<file path="src/rtl/mccp_pkg.sv">
// Shared definitions for the tag allocator: FSM state encoding and default sizes.
// Latency: n/a (declarations only).
// Backpressure: n/a.
package mccp_pkg;

  localparam int TAG_WIDTH_DEF = 32;
  localparam int TAG_DEPTH_DEF = 3;

  typedef enum logic [1:0] {
    IDLE   = 2'd0,
    SEARCH = 2'd1,
    ALLOC  = 2'd2,
    RESP   = 2'd3
  } state_t;

endpackage

</file>
<file path="src/rtl/tag_table.sv">
// Tag storage: 2**DEPTH tags with valid bits, a compare port, a free-entry finder and a registered reverse read.
// Latency: compare/free results are combinational; rd_data is valid one cycle after rd_addr is sampled.
// Backpressure: none; the write and flush ports are always accepted.
//
// Ports: clk/rst_n clock and async active-low reset; flush clears all valid bits (tags keep their values);
//        we/waddr/wdata write a tag and mark it valid; key is the tag being searched;
//        with TAG_ALLOC_PARALLEL_EN: match_any/match_idx report the lowest valid entry equal to key;
//        without it: cmp_idx selects one entry and cmp_hit reports whether it is valid and equal to key;
//        free_any/free_idx give the lowest invalid entry; rd_addr/rd_data form the reverse read port.
module tag_table
  import mccp_pkg::*;
#(
  parameter int WIDTH = TAG_WIDTH_DEF,
  parameter int DEPTH = TAG_DEPTH_DEF
) (
  input  logic             clk,
  input  logic             rst_n,
  input  logic             flush,
  input  logic             we,
  input  logic [DEPTH-1:0] waddr,
  input  logic [WIDTH-1:0] wdata,
  input  logic [WIDTH-1:0] key,
`ifdef TAG_ALLOC_PARALLEL_EN
  output logic             match_any,
  output logic [DEPTH-1:0] match_idx,
`else
  input  logic [DEPTH-1:0] cmp_idx,
  output logic             cmp_hit,
`endif
  output logic             free_any,
  output logic [DEPTH-1:0] free_idx,
  input  logic [DEPTH-1:0] rd_addr,
  output logic [WIDTH-1:0] rd_data
);

  localparam int N = 1 << DEPTH;

  logic [WIDTH-1:0] tags [N];
  logic [N-1:0]     valid;

  always_ff @(posedge clk or negedge rst_n) begin
    if (!rst_n) begin
      for (int i = 0; i < N; i++) tags[i] <= '0;
      valid   <= '0;
      rd_data <= '0;
    end else begin
      // Read samples the array before this edge's write lands, so a
      // same-cycle write to rd_addr returns the old tag.
      rd_data <= tags[rd_addr];
      if (we) tags[waddr] <= wdata;
      if (flush)   valid        <= '0;
      else if (we) valid[waddr] <= 1'b1;
    end
  end

`ifdef TAG_ALLOC_PARALLEL_EN
  // Scan high to low so the lowest matching index wins.
  always_comb begin
    match_any = 1'b0;
    match_idx = '0;
    for (int i = N - 1; i >= 0; i--) begin
      if (valid[i] && (tags[i] == key)) begin
        match_any = 1'b1;
        match_idx = DEPTH'(i);
      end
    end
  end
`else
  assign cmp_hit = valid[cmp_idx] && (tags[cmp_idx] == key);
`endif

  always_comb begin
    free_any = 1'b0;
    free_idx = '0;
    for (int i = N - 1; i >= 0; i--) begin
      if (!valid[i]) begin
        free_any = 1'b1;
        free_idx = DEPTH'(i);
      end
    end
  end

endmodule

</file>
<file path="src/rtl/tag_allocator.sv">
// Tag allocator: looks a tag up in the table, returns its index on a hit, otherwise allocates an entry (evicting round-robin when full).
// Latency: sequential search hit at T+2+k, miss at T+2+2**DEPTH; with TAG_ALLOC_PARALLEL_EN hit at T+2, miss at T+3.
// Backpressure: one request in flight; req_ready is low until the response is taken with rsp_valid&&rsp_ready.
//
// Ports: clk/rst_n clock and async active-low reset; req_valid/req_ready/req_data request handshake;
//        rsp_valid/rsp_ready/rsp_idx/rsp_hit/rsp_evict response handshake; flush invalidates the table
//        and aborts any request; rd_addr/rd_data registered reverse read (index -> tag).
// Build option: define TAG_ALLOC_PARALLEL_EN to compare all entries in a single SEARCH cycle.
module tag_allocator
  import mccp_pkg::*;
#(
  parameter int WIDTH = TAG_WIDTH_DEF,
  parameter int DEPTH = TAG_DEPTH_DEF
) (
  input  logic             clk,
  input  logic             rst_n,
  input  logic             req_valid,
  output logic             req_ready,
  input  logic [WIDTH-1:0] req_data,
  output logic             rsp_valid,
  input  logic             rsp_ready,
  output logic [DEPTH-1:0] rsp_idx,
  output logic             rsp_hit,
  output logic             rsp_evict,
  input  logic             flush,
  input  logic [DEPTH-1:0] rd_addr,
  output logic [WIDTH-1:0] rd_data
);

  state_t           state, state_nxt;
  logic [WIDTH-1:0] req_q, req_nxt;
  logic [DEPTH-1:0] victim, victim_nxt;
  logic [DEPTH-1:0] idx_q, idx_nxt;
  logic             hit_q, hit_nxt;
  logic             evict_q, evict_nxt;

  logic             tbl_we;
  logic [DEPTH-1:0] tbl_waddr;
  logic             free_any;
  logic [DEPTH-1:0] free_idx;

`ifdef TAG_ALLOC_PARALLEL_EN
  logic             match_any;
  logic [DEPTH-1:0] match_idx;
`else
  localparam logic [DEPTH-1:0] LAST = '1;
  logic [DEPTH-1:0] cnt, cnt_nxt;
  logic             cmp_hit;
`endif

  tag_table #(
    .WIDTH (WIDTH),
    .DEPTH (DEPTH)
  ) u_table (
    .clk       (clk),
    .rst_n     (rst_n),
    .flush     (flush),
    .we        (tbl_we),
    .waddr     (tbl_waddr),
    .wdata     (req_q),
    .key       (req_q),
`ifdef TAG_ALLOC_PARALLEL_EN
    .match_any (match_any),
    .match_idx (match_idx),
`else
    .cmp_idx   (cnt),
    .cmp_hit   (cmp_hit),
`endif
    .free_any  (free_any),
    .free_idx  (free_idx),
    .rd_addr   (rd_addr),
    .rd_data   (rd_data)
  );

  always_ff @(posedge clk or negedge rst_n) begin
    if (!rst_n) begin
      state   <= IDLE;
      req_q   <= '0;
      victim  <= '0;
      idx_q   <= '0;
      hit_q   <= 1'b0;
      evict_q <= 1'b0;
`ifndef TAG_ALLOC_PARALLEL_EN
      cnt     <= '0;
`endif
    end else begin
      state   <= state_nxt;
      req_q   <= req_nxt;
      victim  <= victim_nxt;
      idx_q   <= idx_nxt;
      hit_q   <= hit_nxt;
      evict_q <= evict_nxt;
`ifndef TAG_ALLOC_PARALLEL_EN
      cnt     <= cnt_nxt;
`endif
    end
  end

  always_comb begin
    state_nxt  = state;
    req_nxt    = req_q;
    victim_nxt = victim;
    idx_nxt    = idx_q;
    hit_nxt    = hit_q;
    evict_nxt  = evict_q;
    tbl_we     = 1'b0;
    // Allocation target: lowest free entry, else the round-robin victim.
    tbl_waddr  = free_any ? free_idx : victim;
`ifndef TAG_ALLOC_PARALLEL_EN
    cnt_nxt    = cnt;
`endif

    unique case (state)
      IDLE: begin
        if (req_valid) begin
          state_nxt = SEARCH;
          req_nxt   = req_data;
`ifndef TAG_ALLOC_PARALLEL_EN
          cnt_nxt   = '0;
`endif
        end
      end
      SEARCH: begin
`ifdef TAG_ALLOC_PARALLEL_EN
        if (match_any) begin
          state_nxt = RESP;
          idx_nxt   = match_idx;
          hit_nxt   = 1'b1;
          evict_nxt = 1'b0;
        end else begin
          state_nxt = ALLOC;
        end
`else
        if (cmp_hit) begin
          state_nxt = RESP;
          idx_nxt   = cnt;
          hit_nxt   = 1'b1;
          evict_nxt = 1'b0;
        end else if (cnt == LAST) begin
          state_nxt = ALLOC;
        end else begin
          cnt_nxt = cnt + DEPTH'(1);
        end
`endif
      end
      ALLOC: begin
        tbl_we    = 1'b1;
        state_nxt = RESP;
        idx_nxt   = tbl_waddr;
        hit_nxt   = 1'b0;
        evict_nxt = !free_any;
        if (!free_any) victim_nxt = victim + DEPTH'(1);
      end
      RESP: begin
        if (rsp_ready) state_nxt = IDLE;
      end
      default: state_nxt = IDLE;
    endcase

    // Flush overrides everything: abort the request, drop any pending
    // response and suppress a same-cycle allocation write.
    if (flush) begin
      state_nxt  = IDLE;
      victim_nxt = '0;
      tbl_we     = 1'b0;
    end
  end

  assign req_ready = (state == IDLE) && !flush;
  assign rsp_valid = (state == RESP);
  assign rsp_idx   = idx_q;
  assign rsp_hit   = hit_q;
  assign rsp_evict = evict_q;

endmodule

</file>
<file path="config.mk">
export PLATFORM = sky130hd
export DESIGN_NAME = tag_allocator
export DESIGN_NICKNAME = d
export VERILOG_FILES = /design/src/rtl/mccp_pkg.sv /design/src/rtl/tag_table.sv /design/src/rtl/tag_allocator.sv
export SDC_FILE = /design/constraint.sdc
export NUM_CORES = 1
export LEC_CHECK = 0
export CORE_MARGIN = 5
export CORE_UTILIZATION = 41
export DETAILED_ROUTE_END_ITERATION = 7
export PLACE_DENSITY = 0.67
export SLEW_MARGIN = 10
export SYNTH_ARGS = -nofsm -noshare
export SYNTH_HDL_FRONTEND = slang
export SYNTH_SLANG_ARGS = --single-unit
</file>
<file path="constraint.sdc">
create_clock -name clk -period 3.8 [get_ports clk]
set_input_delay 0.38 -clock clk [delete_from_list [all_inputs] [get_ports clk]]
set_output_delay 0.38 -clock clk [all_outputs]
set_load 0.02 [all_outputs]
</file>
# ---- After elaboration in Yosys (flattened, before gate mapping)
# Cells that the tools add are included.
dict set report op_classes {
  add_sub_neg 2
  order_cmp 7
  eq_ne 13
  muxes 53
  bitwise_logic 4
  n_reduce_logical 16
}
# operator count
set op_table {}
lappend op_table {{256-bit bitwise mux} 1}
lappend op_table {{32-bit binary-select mux with 3-bit select} 2}
lappend op_table {{32-bit two-way mux} 5}
lappend op_table {{32-bit demux with 3-bit select} 1}
lappend op_table {{3-bit two-way mux} 16}
lappend op_table {{32-bit equality test} 1}
lappend op_table {{8-bit two-way mux} 2}
lappend op_table {{1-bit two-way mux} 14}
lappend op_table {{4-bit >= comparator (second input constant)} 3}
lappend op_table {{3-bit inverter with 4-bit output} 3}
lappend op_table {{3-bit case mux with 2 select lines} 2}
lappend op_table {{2-bit two-way mux} 5}
lappend op_table {{2-bit != test (second input constant)} 5}
lappend op_table {{3-bit by 4-bit < comparator with 1-bit output (second input constant)} 2}
lappend op_table {{8-bit bitwise OR} 1}
lappend op_table {{2-bit case mux with 4 select lines} 1}
lappend op_table {{2-bit nonzero test} 4}
lappend op_table {{3-bit by 1-bit adder with 3-bit output (second input constant)} 2}
lappend op_table {{2-bit AND reduction} 3}
lappend op_table {{2-bit equality test (second input constant)} 2}
lappend op_table {{1-bit logical AND} 4}
lappend op_table {{4-bit by 1-bit < comparator with 1-bit output (second input constant)} 1}
lappend op_table {{4-bit != test (second input constant)} 1}
lappend op_table {{1-bit case mux with 2 select lines} 2}
lappend op_table {{other kinds (11)} 12}
dict set report word_totals {
  register_bits 341
  input_bits 40
  output_inout_bits 39
  word_cells 112
}

# ---- Depth between registers and ports, before layout
# Gate-level depths: netlist of the first run.
dict set report depth {
  word_depth 16
  ltp_mapped 13
  ltp_nobuf 8
}

# ---- By module
# From an unflattened synthesis of the first run, not the netlist that was laid out.
dict set report hier_totals {
  cells_unflattened 1077
  hier_area_um2 16928.7
}
# module n_inst cells_each area_each_um2 seq_area_each_um2
set by_module_without_submodules {}
lappend by_module_without_submodules {tag_table 1 926 14930.6 7407.1}
lappend by_module_without_submodules {tag_allocator 1 151 1998.2 1126.1}

# ---- Worst setup path after synthesis of the first run
# No wires, ideal clock.
dict set report synth_timing {
  path_kind {flip-flop to flip-flop}
  startpoint {reg cnt[0]}
  endpoint {reg cnt[0]}
  setup_ps 125
  arrival_time_ps 2557
  t_required_ps 3675
  path_slack_ps 1118
  path_stages_with_launch 12
  n_path_buf 3
  period_less_slack_ps 2682
  cell_sequence {dfrtp_1 -> buf_6 -> buf_12 -> buf_6 -> mux4_2 -> mux2i_1 -> xor2_1 -> nand2_1 -> nor4_1 -> nand4_1 -> and3_1 -> mux2_2}
}
dict set report synth_via {
  elab_chain_len 8
  word_cells_on_any_way 16
  cone_classes {1 x add/sub; 4 x eq/ne; 8 x mux; 1 x bitwise; 2 x reduce/logical}
}
# item line_no
set synth_lines {}
lappend synth_lines {{start, declared} tag_allocator.sv:47} ;# logic [DEPTH-1:0] cnt, cnt_nxt;
lappend synth_lines {{start signal, assigned} tag_allocator.sv:94} ;# cnt <= cnt_nxt;
lappend synth_lines {{3-bit inverter with 4-bit output (not written as such)} tag_table.sv:69} ;# assign cmp_hit = valid[cmp_idx] && (tags[cmp_idx] == key);
lappend synth_lines {{32-bit binary-select mux with 3-bit select} tag_table.sv:69}
lappend synth_lines {{32-bit two-way mux (not written as such) (2 in a row)} tag_table.sv:69}
lappend synth_lines {{32-bit equality test} tag_table.sv:69}
lappend synth_lines {{1-bit logical AND} tag_table.sv:69}
lappend synth_lines {{2-bit != test (no line)} -}
lappend synth_lines {{4-bit AND reduction (no line)} -}
# Parallel ways exist; a longest one is shown, timed or not. The select of a mux whose other input is x is not followed.
# A chain may end at the register's enable or synchronous reset.

# ---- Worst setup path in the final report of the first run
# Same ends and word-level chain as after synthesis.

==> impl_metrics.py, run 1 <==
metrics = {
    "setup_path": {
        "timing_worst_setup_path_type": "flip-flop to flip-flop",
        "critPathSlowestCell": "sky130_fd_sc_hd__dfrtp_4",
        "cp_cell_sequence": "buf_12, mux4_2, mux2i_1, xor2_1, nand4_1, nor4_1, nand4_1, and3_1, mux2_2",
        "setup.worst_path.start_class": "flip-flop",
        "slowest_delay_ns": 0.70,
        "crit_fanout": 20,
        "critPathMostFrequentCell": "sky130_fd_sc_hd__nand4_1",
        "setup.worst_path.end_class": "flip-flop",
        "worst_endpoint_required_time_ns": 4.21,
        "worstPathArrival_ns": 3.97,
    },
    "global_route": {
        "vias_in_the_first_global_route": 10904,
        "grt_usage_pct": 18.1,
        "grt_max_degree": 112,
        "grt_first_pass_wirelength_mm": 65.8,
        "grt_antenna_before_repair": 0,
        "globalRouteOverflowTotal": 0,
    },
    "final_layout": {
        "layout_commonest_cell": "sky130_fd_sc_hd__mux2_2",
        "antenna_cells": 0,
        "layout.filler_cells": 3617,
        "number_of_nets_in_the_layout": 1257,
        "flow.area_growth_from_synthesis_pct": 16.6,
        "top_library_cells_by_usage_in_the_layout_fill_and_taps_aside": "sky130_fd_sc_hd__mux2_2 (343), sky130_fd_sc_hd__dfrtp_1 (338), sky130_fd_sc_hd__mux4_2 (110)",
        "final_layout_size_suffix_gt1_share_pct": 46.6,
    },
    "detailed_routing": {
        "post_detailed_route_wirelength_per_cell_um": 23.4,
        "drt_wl_total_mm": 41.5,
        "post_drt_antenna_nets": 0,
        "total_via_count_in_the_routed_design": 10237,
        "drt-vias-per-instance": 5.77,
        "post-route-drc-count": 0,
        "detail_route.iter0.violations": 534,
        "drt_pre_antenna_iters": 5,
    },
    "power_and_ir_drop": {
        "total_power_w": 0.0118,
        "internal_power_w": 0.00806,
        "power.leakage_nw": 8.95,
        "power-per-cell-area_nw_per_um2": 593,
        "switching_share_pct": 32.0,
        "clock_power_share_pct": 33.0,
        "combinationalPowerShare_pct": 25.8,
        "power.ir.vdd_worst_uv": 372,
        "seq_power_share_pct": 41.3,
        "switching_power_total_w": 0.00379,
    },
    "status": {
        "status": "complete, no violations",
    },
    "yosys": {
        "ys_async_sr_fraction_pct": 100,
        "avgSynthCellArea_um2": 14.9,
        "ys_ff_latch": 341,
        "postSynthCellCount": 1151,
        "synth_top_flop_cell": "sky130_fd_sc_hd__dfrtp_1",
        "netlist_area_um2": 17100,
        "synth_edf_count": 0,
        "synthesis.nets": 1199,
        "netlist-cell-type-count": 50,
        "yosys_warnings": 0,
        "synth.yosys.seq_area_share_pct": 49.8,
    },
    "place": {
        "numPortBuffers": 78,
        "routabilityCongestion": 0.816,
        "worst_setup_slack_after_placement_ns": 0.283,
        "hpwl_mm": 25.6,
    },
    "sta": {
        "fin_tns_setup_ns": 0,
        "fmaxAchievable_ghz": 0.281,
        "timing.final.setup_violations": 0,
        "finalHoldViolations": 0,
        "worstMarginPinSlew_ns": 0.985,
        "layout_setup_ws_ns": 0.240,
        "slew_headroom_pct": 34.1,
        "fin_crit_ns": 3.56,
        "final-max-slew-violation-count": 0,
        "hold-worst-slack_ns": 0.461,
        "finalClockSkew_ns": 0.0146,
        "grt_setup_unrepaired": "false",
        "final_min_period_over_clock_period_pct": 93.7,
    },
    "clock_tree": {
        "cts.sink_count": 341,
        "clkSlewWorstSetupHoldPaths_ns": 0.06,
        "cts_buffers": 39,
        "cts_buffer_depth": 3,
        "clock_tree.htree_level_count": 2,
        "clk_root_buffer_cell": "sky130_fd_sc_hd__clkbuf_16",
        "cts.repair.resized": 0,
        "worstSkewPairLatency_ns": 0.53,
        "cts_tree": "done",
    },
    "min_path": {
        "holdCritPathClass": "input pin to flip-flop",
    },
    "run": {
        "cap_viol_max_count": 0,
    },
    "floorplan": {
        "floorplan.rows": 75,
        "chipHeight_um": 214,
        "die_area_um2": 46000,
        "core_region_area_um2": 41700,
        "initial_utilization_pct": 41.1,
        "die_w_um": 214,
        "top_level_pins": 79,
    },
}
[registers in the layout, indices dropped and copies added, names as in the netlist]
| signal | count |
|---|---|
| cnt | 3 |
| rsp_evict | 1 |
| rsp_idx | 3 |
| victim | 3 |
| u_table.rd_data | 32 |
| state | 2 |
| req_q | 32 |
| u_table.valid | 8 |
| u_table.tags | 256 |
| rsp_hit | 1 |
[stage by stage]
| step | std cells | util [%] | cell area [um^2] |
|---|---|---|---|
| after floorplan | 1151 | - | 17100 |
| after global placement | 1706 | 44.7 | 18600 |
| after detailed placement | 1706 | 44.7 | 18600 |
| after CTS | 1775 | 47.9 | 20000 |
| after global routing | 1775 | 47.9 | 20000 |
| final | 1775 | 47.9 | 20000 |
[cell usage after synthesis (2+ instances only)]
cell type	instances	area share, %
sky130_fd_sc_hd__nand2_1	16	0.35
sky130_fd_sc_hd__a221oi_1	2	0.10
sky130_fd_sc_hd__buf_6	4	0.26
sky130_fd_sc_hd__a21o_1	5	0.22
sky130_fd_sc_hd__nand3b_1	5	0.22
sky130_fd_sc_hd__xor2_1	22	1.1
sky130_fd_sc_hd__and3_1	3	0.11
sky130_fd_sc_hd__mux2i_1	43	2.5
sky130_fd_sc_hd__a31oi_1	2	0.073
sky130_fd_sc_hd__nand3_1	9	0.26
sky130_fd_sc_hd__o22ai_1	10	0.37
sky130_fd_sc_hd__dfrtp_1	341	50
sky130_fd_sc_hd__mux2_2	343	23
sky130_fd_sc_hd__or3_1	6	0.22
sky130_fd_sc_hd__o21ai_0	15	0.44
sky130_fd_sc_hd__nor4_1	6	0.22
sky130_fd_sc_hd__o31ai_1	3	0.13
sky130_fd_sc_hd__o2111ai_1	2	0.10
sky130_fd_sc_hd__buf_1	29	0.64
sky130_fd_sc_hd__buf_12	2	0.23
sky130_fd_sc_hd__xnor2_1	2	0.10
sky130_fd_sc_hd__a21bo_2	3	0.18
sky130_fd_sc_hd__clkbuf_1	53	1.2
sky130_fd_sc_hd__ha_1	8	0.58
sky130_fd_sc_hd__mux4_2	110	14
sky130_fd_sc_hd__inv_1	12	0.26
sky130_fd_sc_hd__clkinv_1	2	0.044
sky130_fd_sc_hd__a21oi_1	5	0.15
sky130_fd_sc_hd__nor2_1	14	0.31
sky130_fd_sc_hd__buf_2	13	0.38
sky130_fd_sc_hd__nor3_1	3	0.088
sky130_fd_sc_hd__nor3b_1	3	0.13
sky130_fd_sc_hd__nand4_1	12	0.44
sky130_fd_sc_hd__nor2b_1	9	0.33
sky130_fd_sc_hd__or2_2	4	0.15
sky130_fd_sc_hd__a22oi_1	10	0.44
sky130_fd_sc_hd__nand2b_1	4	0.15
sky130_fd_sc_hd__a211oi_1	4	0.18
[area by class of cell]
| type | instances | area (um^2) | share of cell area [%] |
|---|---|---|---|
| tap | 539 | 674 | 3.38 |
| inverter | 14 | 52.6 | 0.263 |
| timing repair buffer | 119 | 1230 | 6.18 |
| clock buffer | 60 | 1210 | 6.04 |
| clock inverter | 8 | 140 | 0.701 |
| sequential | 341 | 8540 | 42.7 |
| multi-input combinational | 694 | 8130 | 40.7 |
[per-layer routing]
| layer | routed length, um | global-route usage [%] |
|---|---|---|
| met3 | 2060 | 3.12 |
| met1 | 18900 | 26.0 |
| met4 | 986 | 4.87 |
| met2 | 19500 | 28.6 |
| met5 | 0 | 0 |
[worst max-delay path, delay by kind of cell (launching register included)]
family	cells	cell delay, ns
buf+inv	1	0.27
xor+xnor	1	0.32
simple gates	4	1.14
flops	1	0.70
mux	3	0.98
[power groups by stage]
stage / clock [W] / sequential, W / combinational (W)
6_report: 0.00391 / 0.00489 / 0.00305
3_5_place_dp: 0 / 0.00496 / 0.00306
4_1_cts: 0.00401 / 0.00489 / 0.00307
3_3_place_gp: 0 / 0.00493 / 0.00302
2_1_floorplan: 0 / 0.00439 / 0.00246
5_1_grt: 0.00416 / 0.00499 / 0.00330
[final timing paths]
| kind | depth (start not counted) | slack [ns] | startpoint | endpoint |
|---|---|---|---|---|
| max | 9 | 0.24 | cnt[0]$_DFFE_PN0P_ | cnt[0]$_DFFE_PN0P_ |
| min | 2 | 0.46 | req_data[26] | req_q[26]$_DFFE_PN0P_ |
| max reg2reg | 9 | 0.24 | cnt[0]$_DFFE_PN0P_ | cnt[0]$_DFFE_PN0P_ |
| min reg2reg | 1 | 0.52 | u_table.tags[60]$_DFFE_PN0P_ | u_table.tags[60]$_DFFE_PN0P_ |
| max in group asynchronous | 3 | 2.28 | rst_n | u_table.tags[11]$_DFFE_PN0P_ |
| min in group asynchronous | 2 | 0.50 | rst_n | req_q[28]$_DFFE_PN0P_ |
[cells by family after synthesis]
kind of cell	share of synthesized area, %
compound gates	2.82
xor+xnor	1.23
fa+ha+maj	0.584
buf+inv	3.02
flops	49.8
mux	39.5
simple gates	3.05
[what timing repair did]
action / CTS / global route
hold endpoints to repair: 97 / 0
buffers inserted: 0 / 0
hold buffers: 1 / 0
Note: power is estimated with default switching activity, not from simulation.
==> run 2, diff against run 1 <==
--- a/config.mk
+++ b/config.mk
@@ -5,6 +5,7 @@
 export SDC_FILE = /design/constraint.sdc
 export NUM_CORES = 1
 export LEC_CHECK = 0
+export CAP_MARGIN = 15
 export CORE_MARGIN = 5
 export CORE_UTILIZATION = 41
 export DETAILED_ROUTE_END_ITERATION = 7
==> results of run 2 <==
No change in the layout: final DEF, timing and power equal those of run 1.
